<file path="config.mk">
export PLATFORM = sky130hd
export DESIGN_NAME = mmio_arbiter
export DESIGN_NICKNAME = d
export VERILOG_FILES = /design/src/rtl/mmio_bus_pkg.sv /design/src/rtl/mmio_size_decode.sv /design/src/rtl/mmio_arbiter.sv
export SDC_FILE = /design/constraint.sdc
export NUM_CORES = 1
export LEC_CHECK = 0
export ABC_AREA = 1
export CAP_MARGIN = 5
export CORE_ASPECT_RATIO = 0.5
export CORE_MARGIN = 4
export CORE_UTILIZATION = 35
export DETAILED_ROUTE_END_ITERATION = 10
export HOLD_SLACK_MARGIN = 0.08
export PLACE_DENSITY = 0.76
export SYNTH_ARGS = -nofsm -noshare
export SYNTH_HDL_FRONTEND = slang
export SYNTH_SLANG_ARGS = --single-unit
export TNS_END_PERCENT = 1
</file>
<file path="constraint.sdc">
create_clock -name clk -period 3.05 [get_ports clk]
set_input_delay 0.7625 -clock clk [delete_from_list [all_inputs] [get_ports clk]]
set_output_delay 0.7625 -clock clk [all_outputs]
set_load 0.1 [all_outputs]
</file>
<file path="src/rtl/mmio_bus_pkg.sv">
// Shared encodings for the mmio load/store port: access sizes, arbiter states
// and the BRAM/GPIO split address.
package mmio_bus_pkg;

  typedef enum logic [1:0] {
    SIZE_BYTE = 2'd0,
    SIZE_HALF = 2'd1,
    SIZE_WORD = 2'd2,
    SIZE_RSVD = 2'd3
  } size_e;

  typedef enum logic [1:0] {
    IDLE   = 2'd0,
    ACCESS = 2'd1,
    RESP   = 2'd2
  } state_e;

  localparam logic [31:0] GPIO_BASE = 32'h0000_1000;
  localparam int          CNT_W     = 4;

endpackage

</file>
<file path="src/rtl/mmio_size_decode.sv">
// Combinational {we, size, unsigned, valid} -> one-hot is_* strobes for the mmio
// port. Also used by the core's load/store unit.
module mmio_size_decode (
  input  logic       we,
  input  logic [1:0] size,
  input  logic       is_unsigned,
  input  logic       valid,
  output logic       is_lb,
  output logic       is_lbu,
  output logic       is_lh,
  output logic       is_lhu,
  output logic       is_lw,
  output logic       is_sb,
  output logic       is_sh,
  output logic       is_sw
);
  import mmio_bus_pkg::*;

  always_comb begin
    is_lb  = 1'b0;
    is_lbu = 1'b0;
    is_lh  = 1'b0;
    is_lhu = 1'b0;
    is_lw  = 1'b0;
    is_sb  = 1'b0;
    is_sh  = 1'b0;
    is_sw  = 1'b0;
    if (valid) begin
      case (size_e'(size))
        SIZE_BYTE: begin
          if (we) is_sb = 1'b1;
          else if (is_unsigned) is_lbu = 1'b1;
          else is_lb = 1'b1;
        end
        SIZE_HALF: begin
          if (we) is_sh = 1'b1;
          else if (is_unsigned) is_lhu = 1'b1;
          else is_lh = 1'b1;
        end
        // Word loads have no sign variant; is_unsigned is irrelevant here.
        SIZE_WORD: begin
          if (we) is_sw = 1'b1;
          else is_lw = 1'b1;
        end
        default: ;
      endcase
    end
  end

endmodule

</file>
<file path="src/rtl/mmio_arbiter.sv">
// Two-master round-robin arbiter and access sequencer for the mmio load/store
// port; boot_mode hands master 1 strict priority and stalls the core.
module mmio_arbiter #(
  parameter int ACCESS_CYCLES = 1,
  parameter int ADDR_W        = 32
) (
  input  logic              clk,
  input  logic              rst_n,
  input  logic              boot_mode,
  output logic              cpu_hold,
  input  logic              m0_req,
  input  logic              m0_we,
  input  logic [1:0]        m0_size,
  input  logic              m0_unsigned,
  input  logic [ADDR_W-1:0] m0_addr,
  input  logic [31:0]       m0_wdata,
  output logic              m0_ack,
  output logic [31:0]       m0_rdata,
  input  logic              m1_req,
  input  logic              m1_we,
  input  logic [1:0]        m1_size,
  input  logic              m1_unsigned,
  input  logic [ADDR_W-1:0] m1_addr,
  input  logic [31:0]       m1_wdata,
  output logic              m1_ack,
  output logic [31:0]       m1_rdata,
  output logic              bus_load_enable,
  output logic              bus_store_enable,
  output logic              bus_is_lb,
  output logic              bus_is_lbu,
  output logic              bus_is_lh,
  output logic              bus_is_lhu,
  output logic              bus_is_lw,
  output logic              bus_is_sb,
  output logic              bus_is_sh,
  output logic              bus_is_sw,
  output logic [ADDR_W-1:0] bus_address,
  output logic [31:0]       bus_data_in,
  input  logic [31:0]       bus_data_out,
  output logic              err
);
  import mmio_bus_pkg::*;

  localparam logic [CNT_W-1:0] CNT_INIT = CNT_W'(ACCESS_CYCLES - 1);

  state_e            state_q, state_d;
  logic              last_grant_q, last_grant_d;
  logic              gnt_q, gnt_d;
  logic              we_q, we_d;
  logic [1:0]        size_q, size_d;
  logic              uns_q, uns_d;
  logic [ADDR_W-1:0] addr_q, addr_d;
  logic [31:0]       wdata_q, wdata_d;
  logic [CNT_W-1:0]  cnt_q, cnt_d;
  logic              err_q, err_d;
  logic              m0_ack_q, m0_ack_d;
  logic              m1_ack_q, m1_ack_d;
  logic [31:0]       m0_rdata_q, m0_rdata_d;
  logic [31:0]       m1_rdata_q, m1_rdata_d;

  logic              el0, el1, pick;
  logic [31:0]       resp_data;
  logic              access_first, xfer_ok;

  always_ff @(posedge clk or negedge rst_n) begin
    if (!rst_n) begin
      state_q      <= IDLE;
      last_grant_q <= 1'b1;
      gnt_q        <= 1'b0;
      we_q         <= 1'b0;
      size_q       <= 2'd0;
      uns_q        <= 1'b0;
      addr_q       <= '0;
      wdata_q      <= '0;
      cnt_q        <= '0;
      err_q        <= 1'b0;
      m0_ack_q     <= 1'b0;
      m1_ack_q     <= 1'b0;
      m0_rdata_q   <= '0;
      m1_rdata_q   <= '0;
    end else begin
      state_q      <= state_d;
      last_grant_q <= last_grant_d;
      gnt_q        <= gnt_d;
      we_q         <= we_d;
      size_q       <= size_d;
      uns_q        <= uns_d;
      addr_q       <= addr_d;
      wdata_q      <= wdata_d;
      cnt_q        <= cnt_d;
      err_q        <= err_d;
      m0_ack_q     <= m0_ack_d;
      m1_ack_q     <= m1_ack_d;
      m0_rdata_q   <= m0_rdata_d;
      m1_rdata_q   <= m1_rdata_d;
    end
  end

  always_comb begin
    state_d      = state_q;
    last_grant_d = last_grant_q;
    gnt_d        = gnt_q;
    we_d         = we_q;
    size_d       = size_q;
    uns_d        = uns_q;
    addr_d       = addr_q;
    wdata_d      = wdata_q;
    cnt_d        = cnt_q;
    err_d        = err_q;
    m0_ack_d     = 1'b0;
    m1_ack_d     = 1'b0;
    m0_rdata_d   = m0_rdata_q;
    m1_rdata_d   = m1_rdata_q;
    pick         = 1'b0;
    resp_data    = '0;
    // A master only sees its ack in the ack cycle, so its req is still high
    // then; masking it stops the finished transfer from being re-granted.
    el0 = m0_req & ~m0_ack_q & ~boot_mode;
    el1 = m1_req & ~m1_ack_q;

    case (state_q)
      IDLE: begin
        if (el0 | el1) begin
          pick         = (el0 & el1) ? ~last_grant_q : el1;
          gnt_d        = pick;
          last_grant_d = pick;
          cnt_d        = CNT_INIT;
          state_d      = ACCESS;
          if (pick) begin
            we_d    = m1_we;
            size_d  = m1_size;
            uns_d   = m1_unsigned;
            addr_d  = m1_addr;
            wdata_d = m1_wdata;
          end else begin
            we_d    = m0_we;
            size_d  = m0_size;
            uns_d   = m0_unsigned;
            addr_d  = m0_addr;
            wdata_d = m0_wdata;
          end
          if (size_d == SIZE_RSVD) err_d = 1'b1;
        end
      end
      ACCESS: begin
        if (cnt_q == '0) state_d = RESP;
        else cnt_d = cnt_q - 1'b1;
      end
      RESP: begin
        resp_data = (we_q || size_q == SIZE_RSVD) ? 32'd0 : bus_data_out;
        if (gnt_q) begin
          m1_rdata_d = resp_data;
          m1_ack_d   = 1'b1;
        end else begin
          m0_rdata_d = resp_data;
          m0_ack_d   = 1'b1;
        end
        state_d = IDLE;
      end
      default: state_d = IDLE;
    endcase
  end

  // Enables and strobes fire only in the first ACCESS cycle (counter untouched).
  assign access_first = (state_q == ACCESS) && (cnt_q == CNT_INIT);
  assign xfer_ok      = access_first && (size_q != SIZE_RSVD);

  assign bus_load_enable  = xfer_ok & ~we_q;
  assign bus_store_enable = xfer_ok & we_q;
  assign bus_address      = (state_q == ACCESS) ? addr_q : '0;
  assign bus_data_in      = (state_q == ACCESS) ? wdata_q : 32'd0;

  mmio_size_decode u_size_decode (
    .we          (we_q),
    .size        (size_q),
    .is_unsigned (uns_q),
    .valid       (xfer_ok),
    .is_lb       (bus_is_lb),
    .is_lbu      (bus_is_lbu),
    .is_lh       (bus_is_lh),
    .is_lhu      (bus_is_lhu),
    .is_lw       (bus_is_lw),
    .is_sb       (bus_is_sb),
    .is_sh       (bus_is_sh),
    .is_sw       (bus_is_sw)
  );

  assign m0_ack   = m0_ack_q;
  assign m1_ack   = m1_ack_q;
  assign m0_rdata = m0_rdata_q;
  assign m1_rdata = m1_rdata_q;
  assign err      = err_q;
  assign cpu_hold = boot_mode | (m0_req & ~m0_ack_q);

endmodule

</file>
==> summary.txt <==
Outcome
  – Status: finished, final reports clean

Clocking
  – PostCTS Resize Cnt: 0
  – Root buf cell: clkbuf_16
  – Hold buffer count at cts: 0
  – CTS buffer count: 17
  – CTS tree: yes
  – Worst-Skew Late Latency: 420 ps
  – Clk slew on worst S/H paths: 70 ps
  – Sink count of the clock tree: 143
  – Clock Path Buffers: 2
  – CTS HTree Levels: 4
  – Post-CTS Setup Inserts: 0

Synth
  – Top post-synthesis cells by area: dfrtp_1, nand2_1, a21oi_1, nor2_1, inv_1
  – Yosys reg bits: 143
  – Synth Flop Type: dfrtp_1
  – Count leader, synth: nand2_1
  – Mapped Area: 0.006619 mm^2
  – Post-synth ARST share: 100.0%
  – Synth cell types: 23
  – Count of flip-flops with a built-in enable after synthesis: 0
  – Area leader, netlist: dfrtp_1
  – Mean post-synth cell area: 7.965 um^2
  – Synth Net Count: 1006
  – Cells after synthesis: 831
  – Ys Warns: 0
  – Register area share after synthesis: 54.08%
  – Synth cell count leaders: nand2_1, dfrtp_1, nor2_1
  – Yosys top cell area share: 53.69%

Timing
  – F_max: 349.2 MHz
  – Fin. max-slew vios: 0
  – Final Cycle Share: 93.90%
  – Final setup viols: 0
  – Tmin final: 2864 ps
  – Final Skew: 11.67 ps
  – RSZ-0062 raised after global routing: false
  – Hold Fails Final Rpt: 0
  – Least-Margin Pin Slew: 965.1 ps
  – Relative slew slack: 35.57%

Placed design
  – Dpl hpwl: 15.72 mm
  – Placed Cells incl. Taps: 1366
  – PortBufs: 314
  – Gp weighted congestion: 0.8597

Floorplan
  – DIE WIDTH: 202.5 um
  – Die area: 0.02131 mm^2
  – Die height: 105.2 um
  – Core area: 0.01848 mm^2
  – Row cnt: 35
  – Initial Utilization: 35.82%
  – I/O pins: 315

GRT
  – Number of global-route vias before repair: 6564
  – Antenna violations before repair: 1
  – Total Routing Usage GR: 20.01%
  – Largest net degree at the start of global routing: 85
  – Remaining Overflow, GRT: 0
  – First-pass GRT wire length: 34.49 mm

Detailed routing
  – DR WL/cell: 15.64 um
  – Final wirelength: 21.86 mm
  – Remaining DRCs: 0
  – Total number of vias: 6599
  – Vias per cell: 4.720
  – Pre-Repair DR Iteration Count: 4
  – Post-route ant nets: 0
  – DRT iter0 DRCs: 335

Final layout
  – Layout Area Growth over Synthesis: 58.15%
  – Inserted Diodes: 0
  – Layout cell share with drive strength beyond 1: 18.00%
  – Layout net count: 1301
  – Fin cells: 1398

Worst setup path
  – Setup crit start: cnt_q[0]$_DFFE_PN0P_
  – Crit-path cells: inv_1, ha_1, nand3_1, nor2_2, nand2_1, nor4_2, buf_12
  – R2R Setup Slk: 1260 ps
  – Slowest stage delay, CP: 370 ps
  – CP endpoint kind: primary output
  – Reg2Reg Depth: 7
  – CP max-delay cell: dfrtp_1
  – Worst path required time: 2290 ps
  – Crit-path max FO: 5
  – Worst path arrival time: 2100 ps
  – CP Launch Type: register
  – Setup Crit Path Kind: reg2out
  – RR Startpoint: m0_ack$_DFF_PN0_
  – R2r endpoint: wdata_q[6]$_DFFE_PN0P_

Flow run
  – Max-cap violations: 0

Min path
  – HP Class: in2async
-- registers in the layout (all words and copies together), names as in the netlist, 2 cells and up --
name      flops
cnt_q         4
addr_q       32
size_q        2
m0_rdata     32
m1_rdata     32
wdata_q      32
state_q       2
-- worst max-delay path by stage --
stage	slack, ps	end	cells after the start
6_report	190	bus_is_lhu	7
5_1_grt	10	bus_is_lhu	7
4_1_cts	190	bus_is_lh	7
3_5_place_dp	450	wdata_q[6]$_DFFE_PN0P_	8
3_3_place_gp	500	wdata_q[4]$_DFFE_PN0P_	8
2_1_floorplan	-690	bus_is_lb	6
-- cell families (layout without fill, tap and decap cells) --
group	Yosys count	count (layout)	synth area share [%]
buffers and inverters	136	444	9.527
DFF	143	143	54.08
AOI/OAI and AO/OA	204	204	15.60
adders and majority gates	2	2	0.3780
and+or+nand+nor	346	346	20.42
-- layout make-up --
cell class / instances / area [um^2]
fill: 1683 / 8013
sequential: 143 / 3580
timing repair buffer: 327 / 3187
multi-input combinational: 552 / 2429
clock buffer: 20 / 446.7
tap: 259 / 324.1
inverter: 85 / 319.1
clock inverter: 12 / 182.7
-- critical path: cells and delay by family (launching register included) --
family | cells | cell delay (ps)
AND/OR/NAND/NOR | 4 | 790
flip-flops | 1 | 370
buffers and inverters | 2 | 360
adder cells (fa/ha/maj) | 1 | 170
-- placed cells by master, fill, tap and decap left out, drive strengths merged --
cell,count
a21oi,134
buf,156
bufinv,4
clkbuf,20
clkdlybuf4s50,171
clkinv,3
clkinvlp,3
dfrtp,142
dfstp,1
ha,2
inv,87
nand2,186
nand3,9
nand4,1
nor2,141
nor3,7
nor4,2
o21ai,70
-- routing by layer --
layer	part of all wire [%]	track usage, %
met1	40	23.96
met3	4.7	4.304
met4	3.2	7.890
met2	52	35.43
met5	0.037	0
-- per-stage QoR --
stage	util [%]	hold WS [ps]	area, um^2	TNS, ps	setup slack (ps)
after floorplan	-	434.6	6636	-2005	-693.2
after global placement	53.24	444.1	9838	0	500.0
after detailed placement	53.24	459.5	9838	0	454.4
after CTS	56.64	430.2	10470	0	191.1
after global routing	56.64	469.3	10470	0	11.31
final	56.64	406.7	10470	0	186.1
Power is left out: the tool's default activity adds up to more than one toggle a clock period on the data nets, which glitch-free logic cannot reach.
